**src/rtl/instr_buf_pkg.sv**
```systemverilog
// Shared types and constants for the instruction line buffer.
// Address split: [XLEN-1 : 2+IDX_W] line tag, [2 +: IDX_W] word index, [1:0] ignored.
package instr_buf_pkg;

    typedef enum logic [1:0] {
        IDLE,
        FILL,
        DRAIN
    } fill_state_e;

    localparam logic [31:0] NOP_INSTR = 32'h0000_0013;

    function automatic int unsigned idx_width(input int unsigned line_words);
        return $clog2(line_words);
    endfunction

    function automatic int unsigned tag_width(input int unsigned xlen, input int unsigned line_words);
        return xlen - 2 - $clog2(line_words);
    endfunction

    localparam int unsigned DEF_IDX_W = idx_width(4);
    localparam int unsigned DEF_TAG_W = tag_width(32, 4);

endpackage

```
**src/rtl/instr_fill_fsm.sv**
```systemverilog
// Line-fill sequencer: issues critical-word-first wrapping beats and
// handles redirect/flush while a beat is outstanding.
module instr_fill_fsm
    import instr_buf_pkg::*;
#(
    parameter int unsigned XLEN       = 32,
    parameter int unsigned LINE_WORDS = 4,
    localparam int unsigned IDX_W     = idx_width(LINE_WORDS),
    localparam int unsigned TAG_W     = tag_width(XLEN, LINE_WORDS)
) (
    input  logic             clk_i,
    input  logic             rst_ni,
    input  logic             miss_i,
    input  logic             redirect_i,
    input  logic             flush_i,
    input  logic [IDX_W-1:0] pc_idx_i,
    input  logic [TAG_W-1:0] line_tag_i,
    input  logic             mem_ack_i,
    output logic             start_fill_o,
    output logic             beat_wr_o,
    output logic [IDX_W-1:0] beat_idx_o,
    output logic             mem_req_o,
    output logic [XLEN-1:0]  mem_addr_o
);

    fill_state_e      state_q, state_d;
    logic [IDX_W-1:0] start_q, start_d;
    logic [IDX_W-1:0] cnt_q, cnt_d;

    always_ff @(posedge clk_i or negedge rst_ni) begin
        if (!rst_ni) begin
            state_q <= IDLE;
            start_q <= '0;
            cnt_q   <= '0;
        end else begin
            state_q <= state_d;
            start_q <= start_d;
            cnt_q   <= cnt_d;
        end
    end

    // Line tag only changes on start_fill, so the address is stable for a whole beat.
    assign beat_idx_o = start_q + cnt_q;
    assign mem_req_o  = (state_q != IDLE);
    assign mem_addr_o = mem_req_o ? {line_tag_i, beat_idx_o, 2'b00} : '0;

    always_comb begin
        state_d      = state_q;
        start_d      = start_q;
        cnt_d        = cnt_q;
        start_fill_o = 1'b0;
        beat_wr_o    = 1'b0;
        unique case (state_q)
            IDLE: begin
                if (miss_i && !flush_i) begin
                    start_fill_o = 1'b1;
                    start_d      = pc_idx_i;
                    cnt_d        = '0;
                    state_d      = FILL;
                end
            end
            FILL: begin
                if (mem_ack_i) begin
                    if (flush_i) begin
                        state_d = IDLE;
                    end else if (redirect_i) begin
                        // Beat is consumed but belongs to the abandoned line; refill at once.
                        start_fill_o = 1'b1;
                        start_d      = pc_idx_i;
                        cnt_d        = '0;
                    end else begin
                        beat_wr_o = 1'b1;
                        cnt_d     = cnt_q + 1'b1;
                        if (&cnt_q) begin
                            state_d = IDLE;
                        end
                    end
                end else if (flush_i || redirect_i) begin
                    state_d = DRAIN;
                end
            end
            DRAIN: begin
                if (mem_ack_i) begin
                    state_d = IDLE;
                end
            end
            default: state_d = IDLE;
        endcase
    end

endmodule

```
**src/rtl/instr_line_buffer.sv**
```systemverilog
// Single-line instruction buffer answering the core's fetch port; misses
// are filled from backing memory through instr_fill_fsm.
module instr_line_buffer
    import instr_buf_pkg::*;
#(
    parameter int unsigned          XLEN       = 32,
    parameter int unsigned          WORD_SIZE  = 32,
    parameter int unsigned          LINE_WORDS = 4,
    parameter logic [WORD_SIZE-1:0] NOP_INSTR  = WORD_SIZE'(instr_buf_pkg::NOP_INSTR)
) (
    input  logic                 clk,
    input  logic                 reset,
    input  logic [XLEN-1:0]      External_PC,
    output logic [WORD_SIZE-1:0] External_Instr,
    output logic                 InstrStall,
    input  logic                 Flush,
    output logic                 Mem_Req,
    output logic [XLEN-1:0]      Mem_Addr,
    input  logic                 Mem_Ack,
    input  logic [WORD_SIZE-1:0] Mem_RData
);

    localparam int unsigned IDX_W = idx_width(LINE_WORDS);
    localparam int unsigned TAG_W = tag_width(XLEN, LINE_WORDS);

    logic [TAG_W-1:0]      line_tag_q, line_tag_d;
    logic [LINE_WORDS-1:0] valid_q, valid_d;
    logic [WORD_SIZE-1:0]  data_q [LINE_WORDS];

    logic [TAG_W-1:0] pc_tag;
    logic [IDX_W-1:0] pc_idx;
    logic             tag_match;
    logic             present;
    logic             hit;
    logic             start_fill;
    logic             beat_wr;
    logic [IDX_W-1:0] beat_idx;
    logic             unused_pc_lo;

    assign pc_tag       = External_PC[XLEN-1 -: TAG_W];
    assign pc_idx       = External_PC[2 +: IDX_W];
    assign unused_pc_lo = ^External_PC[1:0];

    assign tag_match = (pc_tag == line_tag_q);
    assign present   = tag_match && valid_q[pc_idx];
    assign hit       = present && !Flush;

    assign External_Instr = hit ? data_q[pc_idx] : NOP_INSTR;
    assign InstrStall     = !hit;

    instr_fill_fsm #(
        .XLEN       (XLEN),
        .LINE_WORDS (LINE_WORDS)
    ) u_fill_fsm (
        .clk_i        (clk),
        .rst_ni       (reset),
        .miss_i       (!present),
        .redirect_i   (!tag_match),
        .flush_i      (Flush),
        .pc_idx_i     (pc_idx),
        .line_tag_i   (line_tag_q),
        .mem_ack_i    (Mem_Ack),
        .start_fill_o (start_fill),
        .beat_wr_o    (beat_wr),
        .beat_idx_o   (beat_idx),
        .mem_req_o    (Mem_Req),
        .mem_addr_o   (Mem_Addr)
    );

    always_comb begin
        line_tag_d = line_tag_q;
        valid_d    = valid_q;
        if (start_fill) begin
            line_tag_d = pc_tag;
            valid_d    = '0;
        end else begin
            if (Flush) begin
                valid_d = '0;
            end
            if (beat_wr) begin
                valid_d[beat_idx] = 1'b1;
            end
        end
    end

    always_ff @(posedge clk or negedge reset) begin
        if (!reset) begin
            line_tag_q <= '0;
            valid_q    <= '0;
        end else begin
            line_tag_q <= line_tag_d;
            valid_q    <= valid_d;
        end
    end

    always_ff @(posedge clk) begin
        if (beat_wr) begin
            data_q[beat_idx] <= Mem_RData;
        end
    end

endmodule

```
**config.mk**
```make
export PLATFORM = sky130hd
export DESIGN_NAME = instr_line_buffer
export DESIGN_NICKNAME = d
export VERILOG_FILES = /design/src/rtl/instr_buf_pkg.sv /design/src/rtl/instr_fill_fsm.sv /design/src/rtl/instr_line_buffer.sv
export SDC_FILE = /design/constraint.sdc
export NUM_CORES = 1
export LEC_CHECK = 0
export CAP_MARGIN = 5
export CORE_ASPECT_RATIO = 2
export CORE_MARGIN = 4
export CORE_UTILIZATION = 53
export DETAILED_ROUTE_END_ITERATION = 10
export PLACE_DENSITY_LB_ADDON = 0.1
export SLEW_MARGIN = 20
export SYNTH_ARGS = -nofsm -noshare
export SYNTH_HDL_FRONTEND = slang
export SYNTH_SLANG_ARGS = --single-unit
export TNS_END_PERCENT = 1
```
**constraint.sdc**
```tcl
create_clock -name clk -period 4.35 [get_ports clk]
set_clock_uncertainty 0.05 [all_clocks]
set_input_delay 0.6525 -clock clk [delete_from_list [all_inputs] [get_ports clk]]
set_output_delay 0.6525 -clock clk [all_outputs]
set_load 0.01 [all_outputs]
```
==> reports/summary.txt, run 1 <==
Total Wirelength -> 13370 um
H-tree depth -> 4
Netlist Area Pre-Place -> 7007 um2
synth warn -> 0
Slew HR -> 0.4241
sequential area share after synthesis -> 0.6843
area share of the largest cell type after synthesis -> 0.5486
first drt pass iteration count -> 4
Final Hold Violating Endpoints -> 0
worst slew pin tran -> 0.8639 ns
Cells after Synth -> 401
Port Buf Inserts -> 129
wl on met1 -> 4939 um
Die Width -> 89.30 um
Net Sw Power -> 1.007 mW
max-cap viol count -> 0
Die Y -> 170.6 um
Crit Path Class -> in2out
setup TNS -> 0 ns
IO Pins -> 134
Power Density -> 460.9 nW/um2
Synth cell types -> 40
CORE AREA -> 12990 um2
# nets final -> 610
worst skew pair latency -> 0.41 ns
GRT Util Overall -> 0.1887
Critical Path AT -> 3.48 ns
root buffer cell -> clkbuf_16
clk slew on worst S/H paths -> 0.06 ns
DRC -> 0
max-slew violation count -> 0
routed length on met2 -> 7366 um
# diodes -> 0
routed vias/inst -> 5.495
EDFF count, synth -> 128
clk buf depth -> 2
most common library cells after synthesis -> edfxtp_1, dfrtp_1, mux4_2
setup violators final -> 0
final core utilization -> 0.7013
Startpoint Class -> input pin
Initial Util -> 0.5393
top post-synthesis cells by area -> edfxtp_1, dfrtp_1, mux4_2, mux2_2, and2_1
CTS tree -> built
Detailed Route Iter0 Violations -> 223
switching part of the total -> 0.2398
area post-placement -> 8466 um2
gr ovfl total -> 0
post-DR wirelength/cell -> 18.96 um
first-pass GRT wire length -> 21490 um
Clock power frac -> 0.366
Pint -> 3.192 mW
largest net degree at the start of global routing -> 39
vias in the first global route -> 4261
initial antenna violation count -> 0
achievable frequency -> 239.3 MHz
LEAKAGE -> 3.184 nW
outcome -> finished, final reports clean
Syn Area/Cell -> 17.47 um2
TritonCTS sink count -> 166
asr flop ratio synth -> 0.2289
RSZ-0062 raised after global routing -> false
hold_buf cts -> 0
fraction of layout cells with a size suffix above 1 -> 0.2061
Place WS -> 0.1302 ns
Pwr Total -> 4.199 mW
Hold Crit Class -> in2async
routability cong. -> 0.7711
leading area contributor after synthesis -> edfxtp_1
Period minus WS final -> 4.179 ns
metal3 WL -> 672 um
Seq cells post-synth -> 166
Seq pwr share -> 0.455
die area -> 15240 um2
Synth Flop Type -> edfxtp_1
Vias -> 3874
max layer used -> met4
final instance area -> 9111 um2
Area Overhead vs Synth -> 30.04%
Final ANT Viol Nets -> 0
final worst slack -> 0.1707 ns
Worst VDD drop -> 0.3313 mV
TritonCTS Buffers -> 17
combinational share of power -> 0.179
critical path data required time -> 3.65 ns
Rows -> 59
Tcrit/Tclk final -> 0.9608
Detailed Place HPWL -> 8906 um
endpoint class of the critical path -> primary output
count leader, synth -> edfxtp_1
worst-path fanout max -> 33
what timing repair did:
item / in CTS / in global routing
setup endpoints to repair: 0 / 1
gates resized for setup: 0 / 1
buffers inserted: 0 / 0
stage by stage:
stage / std cells / hold slack [ns]
2_1_floorplan: 402 / 0.3069
3_3_place_gp: 672 / 0.4721
3_5_place_dp: 672 / 0.4698
4_1_cts: 704 / 0.3321
5_1_grt: 705 / 0.3547
6_report: 705 / 0.3052
worst max-delay path: stages:
cell             delay [ns]
clkdlybuf4s50_1        0.44
xor2_1                 0.19
nor4_1                 0.40
nand4_1                0.15
buf_4                  0.18
or4_4                  0.49
buf_12                 0.18
and2b_1                0.22
clkdlybuf4s50_1        0.56
power by group through the flow:
stage	Combinational, mW	Sequential (mW)	Clock [mW]
final	0.753	1.91	1.54
after global routing	0.822	1.93	1.64
after CTS	0.752	1.91	1.57
after detailed placement	0.744	1.94	0
after global placement	0.740	1.93	0
after floorplan	0.422	1.92	0
state kept, by name (all words and copies together), names as in the netlist:
name / flops
data_q: 128
valid_q: 4
u_fill_fsm.cnt_q: 2
line_tag_q: 28
u_fill_fsm.state_q: 2
u_fill_fsm.start_q: 2
layout make-up:
cell class	count	area, um2
clock inverter	14	182.7
tap	152	190.2
fill	901	3881
sequential	166	4795
inverter	7	26.28
multi-input combinational	209	2105
clock buffer	18	429.2
timing repair buffer	139	1384
layout by cell type (no fill, tap or decap), drive strengths merged, types with 2 or more instances in the layout:
| master | Yosys | final |
|---|---|---|
| nand3 | 2 | 2 |
| dfrtp | 38 | 38 |
| nor2 | 3 | 3 |
| or2 | 4 | 4 |
| o22ai | 2 | 2 |
| buf | 14 | 13 |
| bufinv | 0 | 3 |
| nor3 | 2 | 2 |
| clkinvlp | 0 | 2 |
| nand2 | 5 | 5 |
| nor2b | 23 | 23 |
| ha | 2 | 2 |
| mux2i | 2 | 2 |
| nand2b | 5 | 5 |
| conb | 1 | 2 |
| edfxtp | 128 | 128 |
| xnor2 | 14 | 14 |
| inv | 7 | 15 |
| nor4 | 4 | 4 |
| mux4 | 32 | 32 |
| and2b | 6 | 6 |
| a21oi | 5 | 5 |
| xor2 | 17 | 17 |
| clkbuf | 6 | 18 |
| clkdlybuf4s50 | 0 | 126 |
| nand4 | 8 | 8 |
| and2 | 30 | 30 |
| mux2 | 31 | 31 |
worst paths after layout:
check / depth (start not counted) / slack, ns / endpoint / startpoint
min in group clk: 1 / 0.48 / u_fill_fsm.start_q[0] / u_fill_fsm.start_q[0]
setup / recovery: 9 / 0.17 / External_Instr[25] / External_PC[23]
hold / removal: 1 / 0.31 / line_tag_q[17] / reset
max in group asynchronous: 1 / 3.40 / line_tag_q[1] / reset
hold reg to reg: 1 / 0.48 / u_fill_fsm.start_q[0] / u_fill_fsm.start_q[0]
setup reg to reg: 6 / 1.73 / data_q[0][25] / line_tag_q[25]
kinds of logic after synthesis:
kind of cell	after synthesis	share of synthesized area
buffers and inverters	27	0.01804
XOR/XNOR	31	0.03875
other	1	0.0005352
adder cells (fa/ha/maj)	2	0.003571
AND/OR/NAND/NOR	97	0.08732
AO/OA/AOI/OAI	12	0.01196
flip-flops	166	0.6843
multiplexers	65	0.1555
routing by layer:
layer | vias up | track usage
li1 | 1788 | -
met2 | 121 | 0.3273
met1 | 1939 | 0.2156
met5 | - | 0
met3 | 26 | 0.04916
met4 | 0 | 0.07971
Note: power is estimated with default switching activity, not from simulation.
==> run 2, diff against run 1 <==
- CELL_PAD_IN_SITES_DETAIL_PLACEMENT: not set -> 1
- CELL_PAD_IN_SITES_GLOBAL_PLACEMENT: not set -> 1
- CORE_UTILIZATION: 53 -> 47
- TNS_END_PERCENT: 1 -> not set
==> run 2 against run 1 <==
Compared with the run above:
- routed wire length rose by 14%
- power fell by 1.0%
- sequential power barely moved
- worst setup slack improved by 0.0087 ns
- non-clock buffer count rose by 1
- clock power fell by 5%
- utilization fell by 7.0 points
- hold slack barely moved
- critical endpoint is now External_Instr[26]
- largest cell class unchanged
==> reports/summary.txt, run 2 (synthesized netlist as in run 1, its figures left out) <==
outcome -> finished, final reports clean (unchanged)
die area -> 17040 um2 (was 15240 um2)
Vias -> 3944 (was 3874)
# nets final -> 611 (was 610)
H-tree depth -> 4 (unchanged)
gr ovfl total -> 0 (unchanged)
LEAKAGE -> 3.176 nW (was 3.184 nW)
vias in the first global route -> 4565 (was 4261)
clk buf depth -> 2 (unchanged)
commonest non-fill, non-tap cell in the layout -> edfxtp_1 (unchanged)
crit path from -> External_PC[31] (was External_PC[23])
worst reg2reg startpoint -> line_tag_q[25] (unchanged)
most frequent cells in the layout -> edfxtp_1, clkdlybuf4s50_1, dfrtp_1 (unchanged)
Hold Crit Class -> in2async (unchanged)
setup violators final -> 0 (unchanged)
Post-CTS Resized -> 0 (unchanged)
Pwr Total -> 4.156 mW (was 4.199 mW)
TritonCTS Buffers -> 17 (unchanged)
routability cong. -> 0.8305 (was 0.7711)
clk slew on worst S/H paths -> 0.07 ns (was 0.06 ns)
max-cap viol count -> 0 (unchanged)
Detailed Route Iter0 Violations -> 163 (was 223)
fraction of layout cells with a size suffix above 1 -> 0.2094 (was 0.2061)
CORE AREA -> 14510 um2 (was 12990 um2)
Final ANT Viol Nets -> 0 (unchanged)
Critical Path AT -> 3.47 ns (was 3.48 ns)
Worst VDD drop -> 0.2807 mV (was 0.3313 mV)
first drt pass iteration count -> 4 (unchanged)
first-pass GRT wire length -> 25050 um (was 21490 um)
Area Overhead vs Synth -> 30.70% (was 30.04%)
Port Buf Inserts -> 129 (unchanged)
Period minus WS final -> 4.171 ns (was 4.179 ns)
Slew HR -> 0.4034 (was 0.4241)
Detailed Place HPWL -> 10320 um (was 8906 um)
root buffer cell -> clkbuf_16 (unchanged)
post-DR wirelength/cell -> 20.41 um (was 18.96 um)
max-slew violation count -> 0 (unchanged)
Power Density -> 453.9 nW/um2 (was 460.9 nW/um2)
hold_buf cts -> 0 (unchanged)
Die Width -> 94.34 um (was 89.30 um)
DRC -> 0 (unchanged)
TritonCTS sink count -> 166 (unchanged)
Startpoint Class -> input pin (unchanged)
setup TNS -> 0 ns (unchanged)
Initial Util -> 0.4830 (was 0.5393)
# diodes -> 0 (unchanged)
achievable frequency -> 239.8 MHz (was 239.3 MHz)
worst slew pin tran -> 0.8949 ns (was 0.8639 ns)
setup repair bufs after CTS -> 0 (unchanged)
flop-to-flop setup slack -> 1.60 ns (was 1.73 ns)
endpoint class of the critical path -> primary output (unchanged)
most flop-heavy register -> data_q (unchanged)
biggest regs -> data_q (128), line_tag_q (28), valid_q (4) (unchanged)
Final Hold Violating Endpoints -> 0 (unchanged)
Largest register FFs -> 128 (unchanged)
worst-path fanout max -> 33 (unchanged)
Crit Path Class -> in2out (unchanged)
Die Y -> 180.7 um (was 170.6 um)
worst skew pair latency -> 0.41 ns (about the same)
routed vias/inst -> 5.287 (was 5.495)
Total Wirelength -> 15230 um (was 13370 um)
IO Pins -> 134 (unchanged)
Tcrit/Tclk final -> 0.9588 (was 0.9608)
FF-to-FF path depth -> 7 (was 6)
largest net degree at the start of global routing -> 39 (unchanged)
Rows -> 62 (was 59)
GRT Util Overall -> 0.1957 (was 0.1887)
initial antenna violation count -> 0 (unchanged)
worst reg2reg path endpoint -> data_q[2][2] (was data_q[0][25])
critical path data required time -> 3.65 ns (about the same)
RSZ-0062 raised after global routing -> false (unchanged)
CTS tree -> built (unchanged)
-- run 2: area by class of cell --
class | instances | area, um2
Timing Repair Buffer | 140 | 1391
Inverter | 7 | 26.28
Clock buffer | 18 | 429.2
Multi-Input combinational cell | 209 | 2111
Clock inverter | 14 | 165.2
Tap cell | 192 | 240.2
Fill cell | 1347 | 5349
Sequential cell | 166 | 4795
-- run 2: where the power goes --
part	switching (mW)	leakage, nW	total (mW)	internal [mW]
clock network	0.655	0.281	1.47	0.819
registers	0.0936	1.61	1.91	1.82
logic	0.316	1.29	0.772	0.456
total	1.06	3.18	4.16	3.09
-- run 2: worst max-delay path by stage --
stage | endpoint | cells after the start
detailed placement | External_Instr[2] | 9
global placement | External_Instr[26] | 9
floorplan | External_Instr[0] | 6
global route | External_Instr[26] | 9
CTS | External_Instr[2] | 9
finish | External_Instr[26] | 8
-- run 2: critical path: stages --
cell and delay (ns):
clkdlybuf4s50_1 0.49, xnor2_1 0.14, nand4_1 0.20, or3_4 0.44, or4_4 0.54, buf_12 0.19
nor2b_1 0.22, clkdlybuf4s50_1 0.58
-- run 2: routing by layer --
layer  vias up  track usage  share of wire
li1       1799            -              -
met1      2029       0.2150           0.35
met2       104       0.3673           0.60
met3        12      0.04221          0.043
met4         0      0.05729          0.012
met5         -            0              0
-- run 2: through the flow --
step	hold WS (ns)	setup slack [ns]	cell area, um2	instances	util
after CTS	0.3317	0.05987	9145	746	0.6304
after detailed placement	0.4893	0.03695	8551	714	0.5894
after global placement	0.4752	0.06106	8523	713	0.5875
after global routing	0.3569	0.03746	9158	746	0.6313
after floorplan	0.3069	1.389	7010	402	-
final	0.3051	0.1794	9158	746	0.6313
==> run 3, diff against run 2 <==
- CORE_UTILIZATION: 47 -> 35
- CTS_CLUSTER_SIZE: not set -> 20
==> run 3 against run 2 <==
Compared with the run above:
- maximum frequency fell by 1.1%
- via count shrank 1.6%
- worst setup slack lost 0.048 ns
- clock power up 5%
- power grew 1.4%
- first-iteration DRC count is 23% lower
- critical path depth increased by 2
- utilization is 16 points lower
- critical endpoint is now External_Instr[27]
- largest power group unchanged
==> reports/summary.txt, run 3 (synthesized netlist as in run 1, its figures left out) <==
outcome -> finished, final reports clean (unchanged)
setup violators final -> 0 (unchanged)
Total Wirelength -> 15800 um (was 15230 um)
Period minus WS final -> 4.218 ns (was 4.171 ns)
clk slew on worst S/H paths -> 0.07 ns (about the same)
Slew HR -> 0.3738 (was 0.4034)
routed vias/inst -> 4.752 (was 5.287)
Startpoint Class -> input pin (unchanged)
worst slew pin tran -> 0.9393 ns (was 0.8949 ns)
root buffer cell -> clkbuf_16 (unchanged)
commonest non-fill, non-tap cell in the layout -> edfxtp_1 (unchanged)
Detailed Place HPWL -> 10510 um (was 10320 um)
clk buf depth -> 2 (unchanged)
RSZ-0062 raised after global routing -> false (unchanged)
Final ANT Viol Nets -> 0 (unchanged)
Multi-input gate area -> 2098 um2 (was 2111 um2)
Initial Util -> 0.3535 (was 0.4830)
endpoint class of the critical path -> primary output (unchanged)
setup repair bufs after CTS -> 0 (unchanged)
Critical Path AT -> 3.52 ns (was 3.47 ns)
fraction of layout cells with a size suffix above 1 -> 0.2036 (was 0.2094)
setup TNS -> 0 ns (unchanged)
Worst VDD drop -> 0.2496 mV (was 0.2807 mV)
DRC -> 0 (unchanged)
CP peak stage delay -> 0.54 ns (was 0.58 ns)
flop-to-flop setup slack -> 1.52 ns (was 1.60 ns)
# diodes -> 0 (unchanged)
Detailed Route Iter0 Violations -> 126 (was 163)
TritonCTS sink count -> 166 (unchanged)
Tcrit/Tclk final -> 0.9697 (was 0.9588)
Die Y -> 208.1 um (was 180.7 um)
max-cap viol count -> 0 (unchanged)
CORE AREA -> 19820 um2 (was 14510 um2)
Hold Crit Class -> in2async (unchanged)
CTS tree -> built (unchanged)
H-tree depth -> 4 (unchanged)
Die Width -> 108.0 um (was 94.34 um)
first drt pass iteration count -> 4 (unchanged)
Crit Path Class -> in2out (unchanged)
Power Density -> 455.3 nW/um2 (was 453.9 nW/um2)
worst-path fanout max -> 33 (unchanged)
Post-CTS Resized -> 0 (unchanged)
first-pass GRT wire length -> 25050 um (about the same)
most flop-heavy register -> data_q (unchanged)
gr ovfl total -> 0 (unchanged)
hold_buf cts -> 0 (unchanged)
# nets final -> 613 (was 611)
worst skew pair latency -> 0.42 ns (was 0.41 ns)
Vias -> 3882 (was 3944)
largest net degree at the start of global routing -> 39 (unchanged)
Largest register FFs -> 128 (unchanged)
Area Overhead vs Synth -> 32.05% (was 30.70%)
critical path, cell by cell -> clkdlybuf4s50_1 > xor2_1 > nor4_1 > buf_4 > nand4_1 > buf_4 > or4_4 > buf_12 > and2b_1 > clkdlybuf4s50_1 (was clkdlybuf4s50_1 > xnor2_1 > nand4_1 > or3_4 > or4_4 > buf_12 > nor2b_1 > clkdlybuf4s50_1)
GRT Util Overall -> 0.1475 (was 0.1957)
max-slew violation count -> 0 (unchanged)
IO Pins -> 134 (unchanged)
most frequent cells in the layout -> edfxtp_1, clkdlybuf4s50_1, dfrtp_1 (unchanged)
post-DR wirelength/cell -> 19.34 um (was 20.41 um)
Hold WS -> 0.3130 ns (was 0.3051 ns)
register area -> 4795 um2 (unchanged)
TritonCTS Buffers -> 17 (unchanged)
Port Buf Inserts -> 129 (unchanged)
Final Hold Violating Endpoints -> 0 (unchanged)
vias in the first global route -> 4491 (was 4565)
achievable frequency -> 237.1 MHz (was 239.8 MHz)
CP max stage cell -> clkdlybuf4s50_1 (unchanged)
routability cong. -> 0.7190 (was 0.8305)
initial antenna violation count -> 0 (unchanged)
biggest regs -> data_q (128), line_tag_q (28), valid_q (4) (unchanged)
die area -> 22480 um2 (was 17040 um2)
Filler Cell Count -> 1994 (was 1347)
critical path data required time -> 3.65 ns (about the same)
LEAKAGE -> 3.196 nW (was 3.176 nW)
Rows -> 73 (was 62)
==> run 3: cell types whose count changed in the layout (fill, tap and decap cells not counted), sizes merged <==
cell      before  now
buf           14   16
bufinv         1    4
clkbuf        18   20
inv           14    7
clkinv         3    6
clkinvlp       3    1
==> run 3: final cells by class <==
cell class                      count  share of cell area
Timing Repair Buffer              142              0.1525
Clock inverter                     11             0.01704
Inverter                            7            0.002840
Sequential cell                   166              0.5182
Clock buffer                       20             0.04719
Tap cell                          262             0.03543
Multi-Input combinational cell    209              0.2268
==> run 3: per-stage QoR <==
step	instance area (um2)	instances	util	total power, mW	worst slack, ns
global route	9253	817	0.4668	4.421	0.008933
floorplan	7010	402	-	2.342	1.389
detailed placement	8658	786	0.4368	2.720	0.07304
finish	9253	817	0.4668	4.213	0.1318
global placement	8658	786	0.4368	2.709	0.05695
CTS	9253	817	0.4668	4.288	0.07711
==> run 3: final timing paths <==
check,startpoint,to,cells past startpoint
min in group clk,u_fill_fsm.start_q[0],u_fill_fsm.start_q[0],1
max reg2reg,u_fill_fsm.state_q[1],line_tag_q[25],6
min,reset,line_tag_q[17],1
min reg2reg,u_fill_fsm.start_q[0],u_fill_fsm.start_q[0],1
max,External_PC[23],External_Instr[27],10
max in group asynchronous,reset,line_tag_q[7],1
==> run 3: worst max-delay path, delay by kind of cell <==
family | cells | cell delay (ns)
buffers and inverters | 5 | 1.52
AND/OR/NAND/NOR | 4 | 1.13
XOR/XNOR | 1 | 0.19
==> run 3: report_power, final <==
group | total [mW] | internal [mW] | switching (mW)
sequential | 1.91 | 1.82 | 0.0936
clock | 1.54 | 0.951 | 0.590
combinational | 0.761 | 0.453 | 0.307
==> run 3: layer usage <==
metal	part of all wire	GRT usage	routed length, um
met1	0.37	0.1618	5920
met2	0.56	0.2709	8874
met3	0.049	0.03663	777
met4	0.014	0.05100	224
met5	0	0	0
